## src/rtl/follower_pkg.sv

```systemverilog
// Shared types and constants for the command scheduler between UART_wrapper and cmd_proc.
package follower_pkg;

    typedef enum logic {RUN, ABORT} sched_state_t;

    localparam logic [15:0] ABORT_CMD_DEF   = 16'h0000;
    localparam int          ABORT_HOLD_FAST = 256;
    localparam int          ABORT_HOLD_SLOW = 1 << 22;

endpackage

```

## src/rtl/cmd_fifo.sv

```systemverilog
// DEPTH x W synchronous FIFO with combinational head read and a flush that overrides push/pop.
module cmd_fifo #(
    parameter  int DEPTH = 4,
    parameter  int W     = 16,
    localparam int AW    = $clog2(DEPTH),
    localparam int CW    = $clog2(DEPTH + 1)
) (
    input  logic          clk,
    input  logic          rst_n,
    input  logic          push,
    input  logic          pop,
    input  logic          flush,
    input  logic [W-1:0]  wdata,
    output logic [W-1:0]  rdata,
    output logic [CW-1:0] count,
    output logic          full,
    output logic          empty
);

    logic [W-1:0]  mem [DEPTH];
    logic [AW-1:0] wptr;
    logic [AW-1:0] rptr;
    logic          do_push;
    logic          do_pop;

    assign full    = (count == CW'(DEPTH));
    assign empty   = (count == '0);
    assign do_push = push && !full && !flush;
    assign do_pop  = pop && !empty && !flush;
    assign rdata   = mem[rptr];

    // Storage carries no reset; only the pointers and count define validity.
    always_ff @(posedge clk) begin
        if (do_push) begin
            mem[wptr] <= wdata;
        end
    end

    always_ff @(posedge clk or negedge rst_n) begin
        if (!rst_n) begin
            wptr  <= '0;
            rptr  <= '0;
            count <= '0;
        end else if (flush) begin
            wptr  <= '0;
            rptr  <= '0;
            count <= '0;
        end else begin
            if (do_push) wptr <= wptr + AW'(1);
            if (do_pop)  rptr <= rptr + AW'(1);
            case ({do_push, do_pop})
                2'b10:   count <= count + CW'(1);
                2'b01:   count <= count - CW'(1);
                default: count <= count;
            endcase
        end
    end

endmodule

```

## src/rtl/cmd_sched.sv

```systemverilog
// Queues UART commands for cmd_proc; an abort code flushes the queue and blocks ingress for a fixed hold.
module cmd_sched
    import follower_pkg::*;
#(
    parameter  int          DEPTH     = 4,
    parameter  logic [15:0] ABORT_CMD = ABORT_CMD_DEF,
    parameter  bit          FAST_SIM  = 1'b1,
    localparam int          CW        = $clog2(DEPTH + 1)
) (
    input  logic          clk,
    input  logic          rst_n,
    input  logic [15:0]   u_cmd,
    input  logic          u_cmd_rdy,
    output logic          u_clr_cmd_rdy,
    output logic [15:0]   p_cmd,
    output logic          p_cmd_rdy,
    input  logic          p_clr_cmd_rdy,
    output logic          abort,
    output logic [CW-1:0] count,
    output logic          full,
    output logic          ovfl
);

    localparam int HOLD = FAST_SIM ? ABORT_HOLD_FAST : ABORT_HOLD_SLOW;
    localparam int TW   = $clog2(HOLD);

    sched_state_t state;
    logic [TW-1:0] timer;
    logic          empty;
    logic          in_run;
    logic          is_abort;
    logic          abort_hit;
    logic          push;
    logic          pop;
    logic          ovfl_hit;

    // Abort beats push and pop; a full queue blocks ingress even if a pop happens this cycle.
    assign in_run        = (state == RUN);
    assign is_abort      = u_cmd_rdy && (u_cmd == ABORT_CMD);
    assign abort_hit     = in_run && is_abort;
    assign push          = in_run && u_cmd_rdy && !is_abort && !full;
    assign pop           = in_run && p_clr_cmd_rdy && !empty && !abort_hit;
    assign ovfl_hit      = in_run && u_cmd_rdy && !is_abort && full;
    assign u_clr_cmd_rdy = abort_hit || push;
    assign p_cmd_rdy     = in_run && !empty;

    cmd_fifo #(
        .DEPTH (DEPTH),
        .W     (16)
    ) u_fifo (
        .clk   (clk),
        .rst_n (rst_n),
        .push  (push),
        .pop   (pop),
        .flush (abort_hit),
        .wdata (u_cmd),
        .rdata (p_cmd),
        .count (count),
        .full  (full),
        .empty (empty)
    );

    always_ff @(posedge clk or negedge rst_n) begin
        if (!rst_n) begin
            state <= RUN;
            timer <= '0;
            abort <= 1'b0;
            ovfl  <= 1'b0;
        end else begin
            if (ovfl_hit) ovfl <= 1'b1;
            case (state)
                RUN: begin
                    if (abort_hit) begin
                        state <= ABORT;
                        abort <= 1'b1;
                        timer <= '0;
                    end
                end
                ABORT: begin
                    timer <= timer + TW'(1);
                    if (timer == TW'(HOLD - 1)) begin
                        state <= RUN;
                        abort <= 1'b0;
                    end
                end
                default: begin
                    state <= RUN;
                    abort <= 1'b0;
                end
            endcase
        end
    end

endmodule
```

## config.mk

```make
export PLATFORM = sky130hd
export DESIGN_NAME = cmd_sched
export DESIGN_NICKNAME = d
export VERILOG_FILES = /design/src/rtl/follower_pkg.sv /design/src/rtl/cmd_fifo.sv /design/src/rtl/cmd_sched.sv
export SDC_FILE = /design/constraint.sdc
export NUM_CORES = 1
export LEC_CHECK = 0
export ABC_AREA = 1
export ABC_CLOCK_PERIOD_IN_PS = 2090
export BUFFER_PORTS_ARGS = -buffer_cell sky130_fd_sc_hd__buf_2
export CORE_AREA = 10 10 87 127
export CTS_CLUSTER_DIAMETER = 120
export DETAILED_ROUTE_END_ITERATION = 8
export DIE_AREA = 0 0 97 137
export PLACE_DENSITY = 0.64
export SYNTH_ARGS = -nofsm -noshare
export SYNTH_HDL_FRONTEND = slang
export SYNTH_SLANG_ARGS = --single-unit
```

## constraint.sdc

```tcl
create_clock -name clk -period 2.09 [get_ports clk]
set_input_delay 0.418 -clock clk [delete_from_list [all_inputs] [get_ports clk]]
set_output_delay 0.418 -clock clk [all_outputs]
set_load 0.01 [all_outputs]
```

==> results.md, run 1 <==
* Outcome: complete, no violations
* Worst Path Required at around 1.7 ns
* Clock sink count at 82
* Crit Reg-Reg Startpoint: u_fifo.count[2]
* Worst Path Buf+Inv at 4
* Clk Latency, worst-skew pair at 0.33 ns
* Time the worst path needs with I/O delays and setup at 1.968 ns
* CP arrival at approximately 1.6 ns
* Crit path max-delay family: buffers and inverters
* Worst R2R End: u_fifo.count[2]
* Worst slew margin relative to its limit at 0.7125
* Area grow syn2layout at 27.34%
* Post-Layout Cell Count at between 400 and 500
* CTS Hold Bufs at 0
* Gr usage total at 0.1240
* First-iteration detailed-routing DRC count at 98
* Commonest non-fill, non-tap cells in the layout: 64 x edfxtp_1, 50 x nor2_1, 43 x buf_2, 35 x o21ai_0, 34 x buf_4
* Gpl congestion at just under 0.8
* Antenna cells at 0
* Number of synthesized flops with an enable pin at 64
* Fraction of layout cells with a size suffix above 1 at 0.3023
* Via density at ~4.9
* Synthesized area at roughly 3500 sq um
* Die area at about 13000 sq um
* Fmax at 0.5082 GHz
* Synth Flop Type: edfxtp_1
* CTS Buffer Depth at 2
* Row cnt at 42
* First-pass GRT wire length at 13.14 mm
* Drt drc at 0
* Power Dens Cells at between 700 and 800 nW/um^2
* Post-synth cell types at 30
* Total CTS buffers at 9
* Fin. max-slew vios at 0
* CTS tree: built
* Tot Pwr at 3.342 mW
* Reg2Reg Setup Slack at approximately 0.17 ns
* Maxcap violations at 0
* Core Region at about 9000 sq um
* Seq/Total Area, Yosys at 0.6847
* Number of iterations in the first detailed-routing pass at 4
* H-tree lvl count at 3
* PortBufs at 43
* Async SR Flop Fraction at 0.2195
* Place WS at -0.2039 ns
* Vias at 2443
* Area leader, netlist: edfxtp_1
* Crit path max-delay cell type: nor2_2
* CTS Root Cell: clkbuf_16
* Commonest non-fill, non-tap cell in the layout: edfxtp_1
* Largest net degree at the start of global routing at 33
* Fin nets at 408
* Setup WS post-layout at roughly 0.12 ns
* DP HPWL at roughly 5.5 mm
* Vias in the first global route at 2608
* Critical-path cell list: buf_2 -> nor2_2 -> buf_4 -> nand2_1 -> nor2_2 -> nand2_1 -> nand4_2 -> buf_4 -> nand2_2 -> buf_2
* Clk pin slew, worst setup/hold paths at 0.06 ns
* Final ANT Viol Nets at 0
* DIE WIDTH at about 97 um
* Yosys reg bits at 82
* Placed insts at approximately 480
* WL per Instance at 15.74 um
* Remaining Overflow, GRT at 0
* Initial core utilization at 0.3948
* Worst-margin pin slew at 0.4313 ns
* Final hold vios at 0
* Pleak at 1.778 nW
* Finish-stage setup viols at 0
* Crit path capture type: output port
* Largest stage delay on the critical path at 0.15 ns
* Initial antenna violation count at 0
* Top Ports at 44
* Tightest Hold Check Type: in -> async
* CP Class: in -> out
* Reg2Reg Depth at 14
* Final Skew at 0.004029 ns
* Final worst path period share at 0.9416
* Mean area per synthesized cell at 11.59 sq um
* Total number of yosys warnings at 0
* Post-synthesis cell count at 299
* Synth top area cells: edfxtp_1 55%, dfrtp_1 13%, nor2_1 5.6%
* Startpoint types: input pin
* Post-synth net total at 325
* Final wirelength at 7.825 mm
* Fill cells at 780
* CP max FO at 6
* Top cell type's share of synthesized area at 0.5547
* Die Ht at 137 um
* Worst VDD drop at 0.4615 mV
## cell families (layout without fill, tap and decap cells)
group / after synthesis / count (layout) / share of synthesized area
buffers and inverters: 35 / 123 / 0.03900
XOR/XNOR: 2 / 2 / 0.005057
AND/OR/NAND/NOR: 110 / 110 / 0.1455
AO/OA/AOI/OAI: 64 / 64 / 0.1018
flip-flops: 82 / 82 / 0.6847
adder cells (fa/ha/maj): 6 / 6 / 0.02384
## repair_timing
action	CTS	global route
gates resized for setup	0	4
setup buffers	0	2
setup endpoints to repair	0	2
## where the power goes
group	total [mW]	leakage [nW]	switching [mW]	internal, mW
registers	1.80	0.762	0.0171	1.78
logic	0.145	0.889	0.0786	0.0660
clock network	1.40	0.127	0.571	0.831
## per-stage QoR
stage,hold WS (ns),util,area [sq um],setup TNS (ns)
after floorplan,0.1224,-,3465,0
after global placement,0.3757,0.4691,4116,-0.1384
after detailed placement,0.3809,0.4691,4116,-0.2039
after CTS,0.03247,0.4994,4383,0
after global routing,0.04258,0.5027,4412,-0.003062
final,0.02654,0.5027,4412,0
## cell usage after synthesis (2+ instances only)
library cell and n:
nor2_1 52, nor4_1 2, inv_2 3, dfrtp_1 18
nand2_2 6, o22ai_1 16, a21oi_1 6, o21ai_1 2
a31oi_1 2, ha_1 5, nand4_2 2, nand3_1 10
nor2_2 4, clkbuf_1 9, nand4_1 3, edfxtp_1 64
o21ai_0 35, inv_1 22, nand2_1 27
## how the worst max path moves through the flow
| stage | start | to | slack [ns] | cells after the start |
|---|---|---|---|---|
| finish | u_cmd[9] | u_clr_cmd_rdy | 0.12 | 10 |
| global route | u_fifo.count[1] | u_fifo.count[2] | -0.003 | 15 |
| CTS | u_cmd[9] | u_clr_cmd_rdy | 0.04 | 10 |
| detailed placement | u_cmd[9] | u_fifo.count[2] | -0.20 | 16 |
| global placement | u_cmd[9] | u_fifo.count[2] | -0.14 | 16 |
| floorplan | u_cmd[5] | u_fifo.count[2] | 0.07 | 15 |
## layout make-up
cell class                 count  area (sq um)  share of cell area
clock buffer                  13         250.2             0.05672
clock inverter                 3         16.27            0.003687
inverter                      25         93.84             0.02127
multi-input combinational    182         969.7              0.2198
sequential                    82          2374              0.5380
tap                          110         137.6             0.03120
timing repair buffer          82         570.5              0.1293
## flip-flops by register name, indices dropped and copies added (netlist names)
signal        cells
u_fifo.count      3
u_fifo.mem       64
ovfl              1
state             1
timer             8
abort             1
u_fifo.rptr       2
u_fifo.wptr       2
## metal layers
metal,up-vias,routed length (um),track usage
met5,-,0,0
met4,0,79,0.04359
met1,1179,3096,0.1267
met3,7,285,0.03836
met2,36,4363,0.2325
li1,1221,-,-
No activity file was read; power rests on OpenSTA's default activity.
==> run 2: changes to the inputs <==
--- a/config.mk
+++ b/config.mk
@@ -6,7 +6,7 @@
 export NUM_CORES = 1
 export LEC_CHECK = 0
 export ABC_AREA = 1
-export ABC_CLOCK_PERIOD_IN_PS = 2090
+export ABC_CLOCK_PERIOD_IN_PS = 1800
 export BUFFER_PORTS_ARGS = -buffer_cell sky130_fd_sc_hd__buf_2
 export CORE_AREA = 10 10 87 127
 export CTS_CLUSTER_DIAMETER = 120
==> constraint.sdc (replaced) <==
create_clock -name clk -period 1.8 [get_ports clk]
set_input_delay 0.36 -clock clk [delete_from_list [all_inputs] [get_ports clk]]
set_output_delay 0.36 -clock clk [all_outputs]
set_load 0.01 [all_outputs]
==> results.md, run 2 (synthesis gave the netlist of run 1 again) <==
* Outcome: finished with violations
* Failing checks: negative setup slack
* CTS tree: built
* Final ANT Viol Nets at 0
* Hold path depth at 1
* Number of iterations in the first detailed-routing pass at 4
* CP Capture Point: p_cmd[10]
* Commonest non-fill, non-tap cells in the layout: 64 x edfxtp_1, 42 x buf_2, 39 x buf_4, 27 x nor2_1, 26 x nand2_1
* Row cnt at 42
* Clock sink count at 82
* Clk pin slew, worst setup/hold paths at 0.06 ns
* Initial antenna violation count at 0
* Critical-path cell list: clkinv_4 -> clkbuf_16 -> o21ai_2 -> o22ai_2 -> buf_2
* Vias at between 2000 and 3000
* GR Layer Usage met2 at 0.2176
* Initial core utilization at 0.3948
* Fill cells at 705
* Gr usage total at 0.1210
* Fin nets at 429
* Time the worst path needs with I/O delays and setup at 1.845 ns
* CP startpoint: u_fifo.rptr[0]
* Crit path capture type: output port
* Largest stage delay on the critical path at 0.44 ns
* PortBufs at 43
* Crit path max-delay cell type: dfrtp_2
* H-tree lvl count at 3
* Via density at 5.043
* Final worst path period share at 1.025
* Fmax at ~0.54 GHz
* Fin. max-slew vios at 0
* DP HPWL at 5.472 mm
* Largest register FFs at 64
* Area grow syn2layout at 43.99%
* Commonest non-fill, non-tap cell in the layout: edfxtp_1
* CTS Root Cell: clkbuf_16
* WL per Instance at roughly 17 um
* Crit Reg-Reg Startpoint: u_fifo.count[2]
* Hold WS at 0.2668 ns
* Fin Setup TNS at -0.2291 ns
* Final hold vios at 0
* DIE WIDTH at 97 um
* CP arrival at 1.48 ns
* Largest net degree at the start of global routing at 24
* M3 GR Usage at 0.03584
* Startpoint types: register
* Vias in the first global route at between 2000 and 3000
* Crit path max-delay family: buffers and inverters
* Finish-stage setup viols at 10
* Worst R2R End: u_fifo.count[2]
* Core Region at 8776 sq um
* First-pass GRT wire length at 12.59 mm
* Drt drc at 0
* Final wirelength at 8.760 mm
* Final Skew at between 0.009 and 0.01 ns
* RSZ-0062 raised after global routing: yes
* Reg2Reg Setup Slack at -0.02 ns
* WP depth at 5
* Gpl congestion at between 0.8 and 0.9
* Pleak at 1.980 nW
* CP max FO at 6
* Largest regs: u_fifo.mem: 64 flops, timer: 8 flops, u_fifo.count: 3 flops
* Remaining Overflow, GRT at 0
* Tightest Hold Check Type: in -> reg
* Die Ht at between 100 and 150 um
* Maxcap violations at 0
* Reg2Reg Depth at 14
* Placed insts at 485
* Antenna cells at 0
* Total CTS buffers at 9
* Met1 Use GR at 0.1263
* Top Ports at between 40 and 50
* Place WS at -0.3566 ns
* Busiest grt layer: met2
* CTS Buffer Depth at 2
* CP Class: reg -> out
* Fraction of layout cells with a size suffix above 1 at 0.4644
* Power Dens Cells at between 800 and 900 nW/um^2
* Worst slew margin relative to its limit at 0.7146
* Worst-margin pin slew at ~0.43 ns
* Die area at ~13000 sq um
* First-iteration detailed-routing DRC count at 117
* Worst VDD drop at roughly 0.55 mV
* Worst Path Buf+Inv at 3
* Clk Latency, worst-skew pair at roughly 0.33 ns
* Post-Layout Cell Count at 517
* Worst Path Required at between 1 and 1.5 ns
* Setup WS post-layout at -0.04469 ns
* Top reg by flops: u_fifo.mem
## run 2: routing by layer
metal / routed length, um / vias up
li1: - / 1271
met1: 3426 / 1255
met2: 4729 / 63
met3: 382 / 18
met4: 221 / 0
met5: 0 / -
## run 2: where the power goes
group	internal [mW]	total, mW	switching [mW]
combinational	0.0890	0.191	0.102
sequential	2.07	2.08	0.0177
clock	1.21	1.87	0.665
total	3.36	4.14	0.785
## run 2: worst min-delay path by stage
stage,end,start,slack [ns]
2_1_floorplan,abort,rst_n,0.06
3_3_place_gp,timer[7],rst_n,0.31
3_5_place_dp,timer[7],rst_n,0.32
4_1_cts,u_fifo.mem[2][5],u_cmd[5],0.25
5_1_grt,u_fifo.mem[2][5],u_cmd[5],0.26
6_report,u_fifo.mem[2][5],u_cmd[5],0.27
## run 2: cell type report
class,count,area (sq um),share of cell area
inverter,25,101.3,0.02032
sequential,82,2375,0.4760
clock buffer,12,236.5,0.04740
tap,110,137.6,0.02759
clock inverter,3,65.06,0.01304
timing repair buffer,103,878.3,0.1761
multi-input combinational,182,1195,0.2395
## run 2: through the flow
step / utilization / area, sq um / total power [mW]
global placement: 0.4751 / 4169 / 2.290
floorplan: - / 3472 / 2.180
global route: 0.5684 / 4989 / 4.285
CTS: 0.5198 / 4562 / 4.170
finish: 0.5684 / 4989 / 4.144
detailed placement: 0.4751 / 4169 / 2.296
## run 2: repair_timing
item	4_1_cts	5_1_grt
setup buffers	4	5
endpoints found under the hold margin	18	0
resized for setup	17	89
gates cloned	0	7
hold buffers	1	0
endpoints found under the setup margin	16	17
pin swaps	3	17
==> run 3: changes to the inputs <==
--- a/config.mk
+++ b/config.mk
@@ -7,12 +7,12 @@
 export LEC_CHECK = 0
 export ABC_AREA = 1
 export ABC_CLOCK_PERIOD_IN_PS = 1800
-export BUFFER_PORTS_ARGS = -buffer_cell sky130_fd_sc_hd__buf_2
-export CORE_AREA = 10 10 87 127
+export CORE_AREA = 2 2 79 119
 export CTS_CLUSTER_DIAMETER = 120
 export DETAILED_ROUTE_END_ITERATION = 8
-export DIE_AREA = 0 0 97 137
-export PLACE_DENSITY = 0.64
+export DIE_AREA = 0 0 81 121
+export DONT_BUFFER_PORTS = 1
+export PLACE_DENSITY = 0.6
 export SYNTH_ARGS = -nofsm -noshare
 export SYNTH_HDL_FRONTEND = slang
 export SYNTH_SLANG_ARGS = --single-unit
==> results.md, run 3 (synthesis gave the netlist of run 1 again) <==
* Outcome: finished with violations
* Failing checks: negative setup slack
* DIE WIDTH at roughly 80 um
* Vias in the first global route at 2334
* PortBufs at 0
* Die Ht at 121 um
* Via density at 5.013
* Fin. max-slew vios at 0
* Startpoint types: register
* Area grow syn2layout at 22.82%
* Initial core utilization at 0.3972
* Largest net degree at the start of global routing at 21
* Final worst path period share at 1.001
* RSZ-0062 raised after global routing: yes
* Maxcap violations at 0
* WL per Instance at 15.75 um
* Finished Core Util at 0.4878
* Commonest non-fill, non-tap cell in the layout: edfxtp_1
* CTS tree: built
* Fin nets at 360
* Clk Latency, worst-skew pair at about 0.33 ns
* Largest register FFs at 64
* Core Region at 8723 sq um
* Remaining Overflow, GRT at 0
* Vias at 2251
* Gpl congestion at 0.7340
* CTS Buffer Depth at 2
* Worst VDD drop at 0.5084 mV
* Worst Path Required at 2.03 ns
* Top Ports at 44
* Row cnt at 42
* Drt drc at 0
* Worst-margin pin slew at 0.8235 ns
* First-pass GRT wire length at 11.27 mm
* Setup WS post-layout at -0.001900 ns
* Final Skew at 0.006635 ns
* Fill cells at 804
* H-tree lvl count at 3
* Die area at slightly below 10000 sq um
* Initial antenna violation count at 0
* Gr usage total at 0.1560
* Fraction of layout cells with a size suffix above 1 at 0.2507
* CTS Root Cell: clkbuf_16
* Clk pin slew, worst setup/hold paths at approximately 0.060 ns
* Fmax at 0.5550 GHz
* Final ANT Viol Nets at 0
* Final hold vios at 0
* Largest regs: u_fifo.mem: 64 flops, timer: 8 flops, u_fifo.count: 3 flops
* DP HPWL at 4.958 mm
* Worst slew margin relative to its limit at 0.4492
* DP Area at 3859 sq um
* CP Class: reg -> reg
* Pleak at 1.603 nW
* Total CTS buffers at 9
* Time the worst path needs with I/O delays and setup at 1.802 ns
* Power Dens Cells at 928.6 nW/um^2
* Finish-stage setup viols at 1
* Post-route cell area at 4255 sq um
* Clock sink count at 82
* Crit path capture type: register
* Final wirelength at 7.070 mm
* Antenna cells at 0
* Tightest Hold Check Type: in -> reg
* Number of iterations in the first detailed-routing pass at 4
* Top reg by flops: u_fifo.mem
* CP arrival at 2.03 ns
* Commonest non-fill, non-tap cells in the layout: 64 x edfxtp_1, 49 x nor2_1, 35 x o21ai_0, 28 x buf_4, 26 x nand2_1
* First-iteration detailed-routing DRC count at 145
* CP max FO at 4
## run 3: cell types whose count changed in the layout (fill, tap and decap cells not counted), sizes merged
cell,change
clkinv,+1
clkbuf,-6
clkinvlp,+1
buf,-64
inv,+1
bufinv,-1
## run 3: through the flow
step | setup WS, ns | cells | power (mW) | setup TNS [ns] | hold slack [ns]
finish | -0.001900 | 449 | 3.952 | -0.001900 | 0.1207
global route | -0.1430 | 449 | 4.078 | -0.1430 | 0.1063
CTS | -0.01175 | 449 | 3.973 | -0.01175 | 0.1131
detailed placement | -0.2510 | 431 | 2.215 | -0.2863 | 0.06528
global placement | -0.1764 | 431 | 2.212 | -0.1764 | 0.06540
floorplan | -0.1588 | 299 | 2.180 | -10.29 | 0.06441
## run 3: layout make-up
type / instances / area [sq um] / share of cell area
Sequential cell: 82 / 2372 / 0.5575
Multi-Input combinational cell: 182 / 1052 / 0.2473
Clock buffer: 11 / 232.7 / 0.05469
Tap cell: 110 / 137.6 / 0.03234
Clock inverter: 5 / 55.05 / 0.01294
Timing Repair Buffer: 34 / 311.5 / 0.07321
Inverter: 25 / 93.84 / 0.02205
## run 3: critical path, cell delays in order, from the launching register on
cell	delay, ns
dfrtp_1	0.41
nand3b_1	0.18
nand2_2	0.08
nor2_2	0.04
nand2_2	0.06
inv_2	0.04
nand2_2	0.07
inv_2	0.04
fa_2	0.34
xnor2_2	0.15
inv_1	0.05
nand2_1	0.06
nand2_1	0.05
nand3_1	0.07
nand2_1	0.05
## run 3: metal layers
layer | share of wire | wire length, um | global-route usage | vias to the layer above
li1 | - | - | - | 1124
met1 | 0.39 | 2726 | 0.1678 | 1070
met2 | 0.55 | 3863 | 0.2763 | 47
met3 | 0.051 | 358 | 0.05060 | 10
met4 | 0.017 | 122 | 0.06250 | 0
met5 | 0 | 0 | 0 | -
## run 3: path summary, 6_finish.rpt
kind / start / to / slack (ns) / cells past startpoint
max: u_fifo.count[2] / u_fifo.count[2] / -0.002 / 14
max reg2reg: u_fifo.count[2] / u_fifo.count[2] / -0.002 / 14
max in group asynchronous: rst_n / u_fifo.wptr[1] / 0.72 / 1
min reg2reg: timer[0] / timer[0] / 0.50 / 1
min: u_cmd[8] / u_fifo.mem[3][8] / 0.12 / 0
min in group asynchronous: rst_n / timer[5] / 0.57 / 1
## run 3: timing repair
item / 4_1_cts / 5_1_grt
hold buffers: 1 / 0
endpoints found under the setup margin: 17 / 11
pin swaps: 1 / 0
endpoints found under the hold margin: 18 / 0
resized for setup: 8 / 10
setup buffers: 1 / 0
## run 3: report_power, final
part           leakage [nW]  internal, mW  switching (mW)
clock                 0.137          1.07           0.694
sequential            0.764          2.07          0.0168
combinational         0.702        0.0491          0.0563
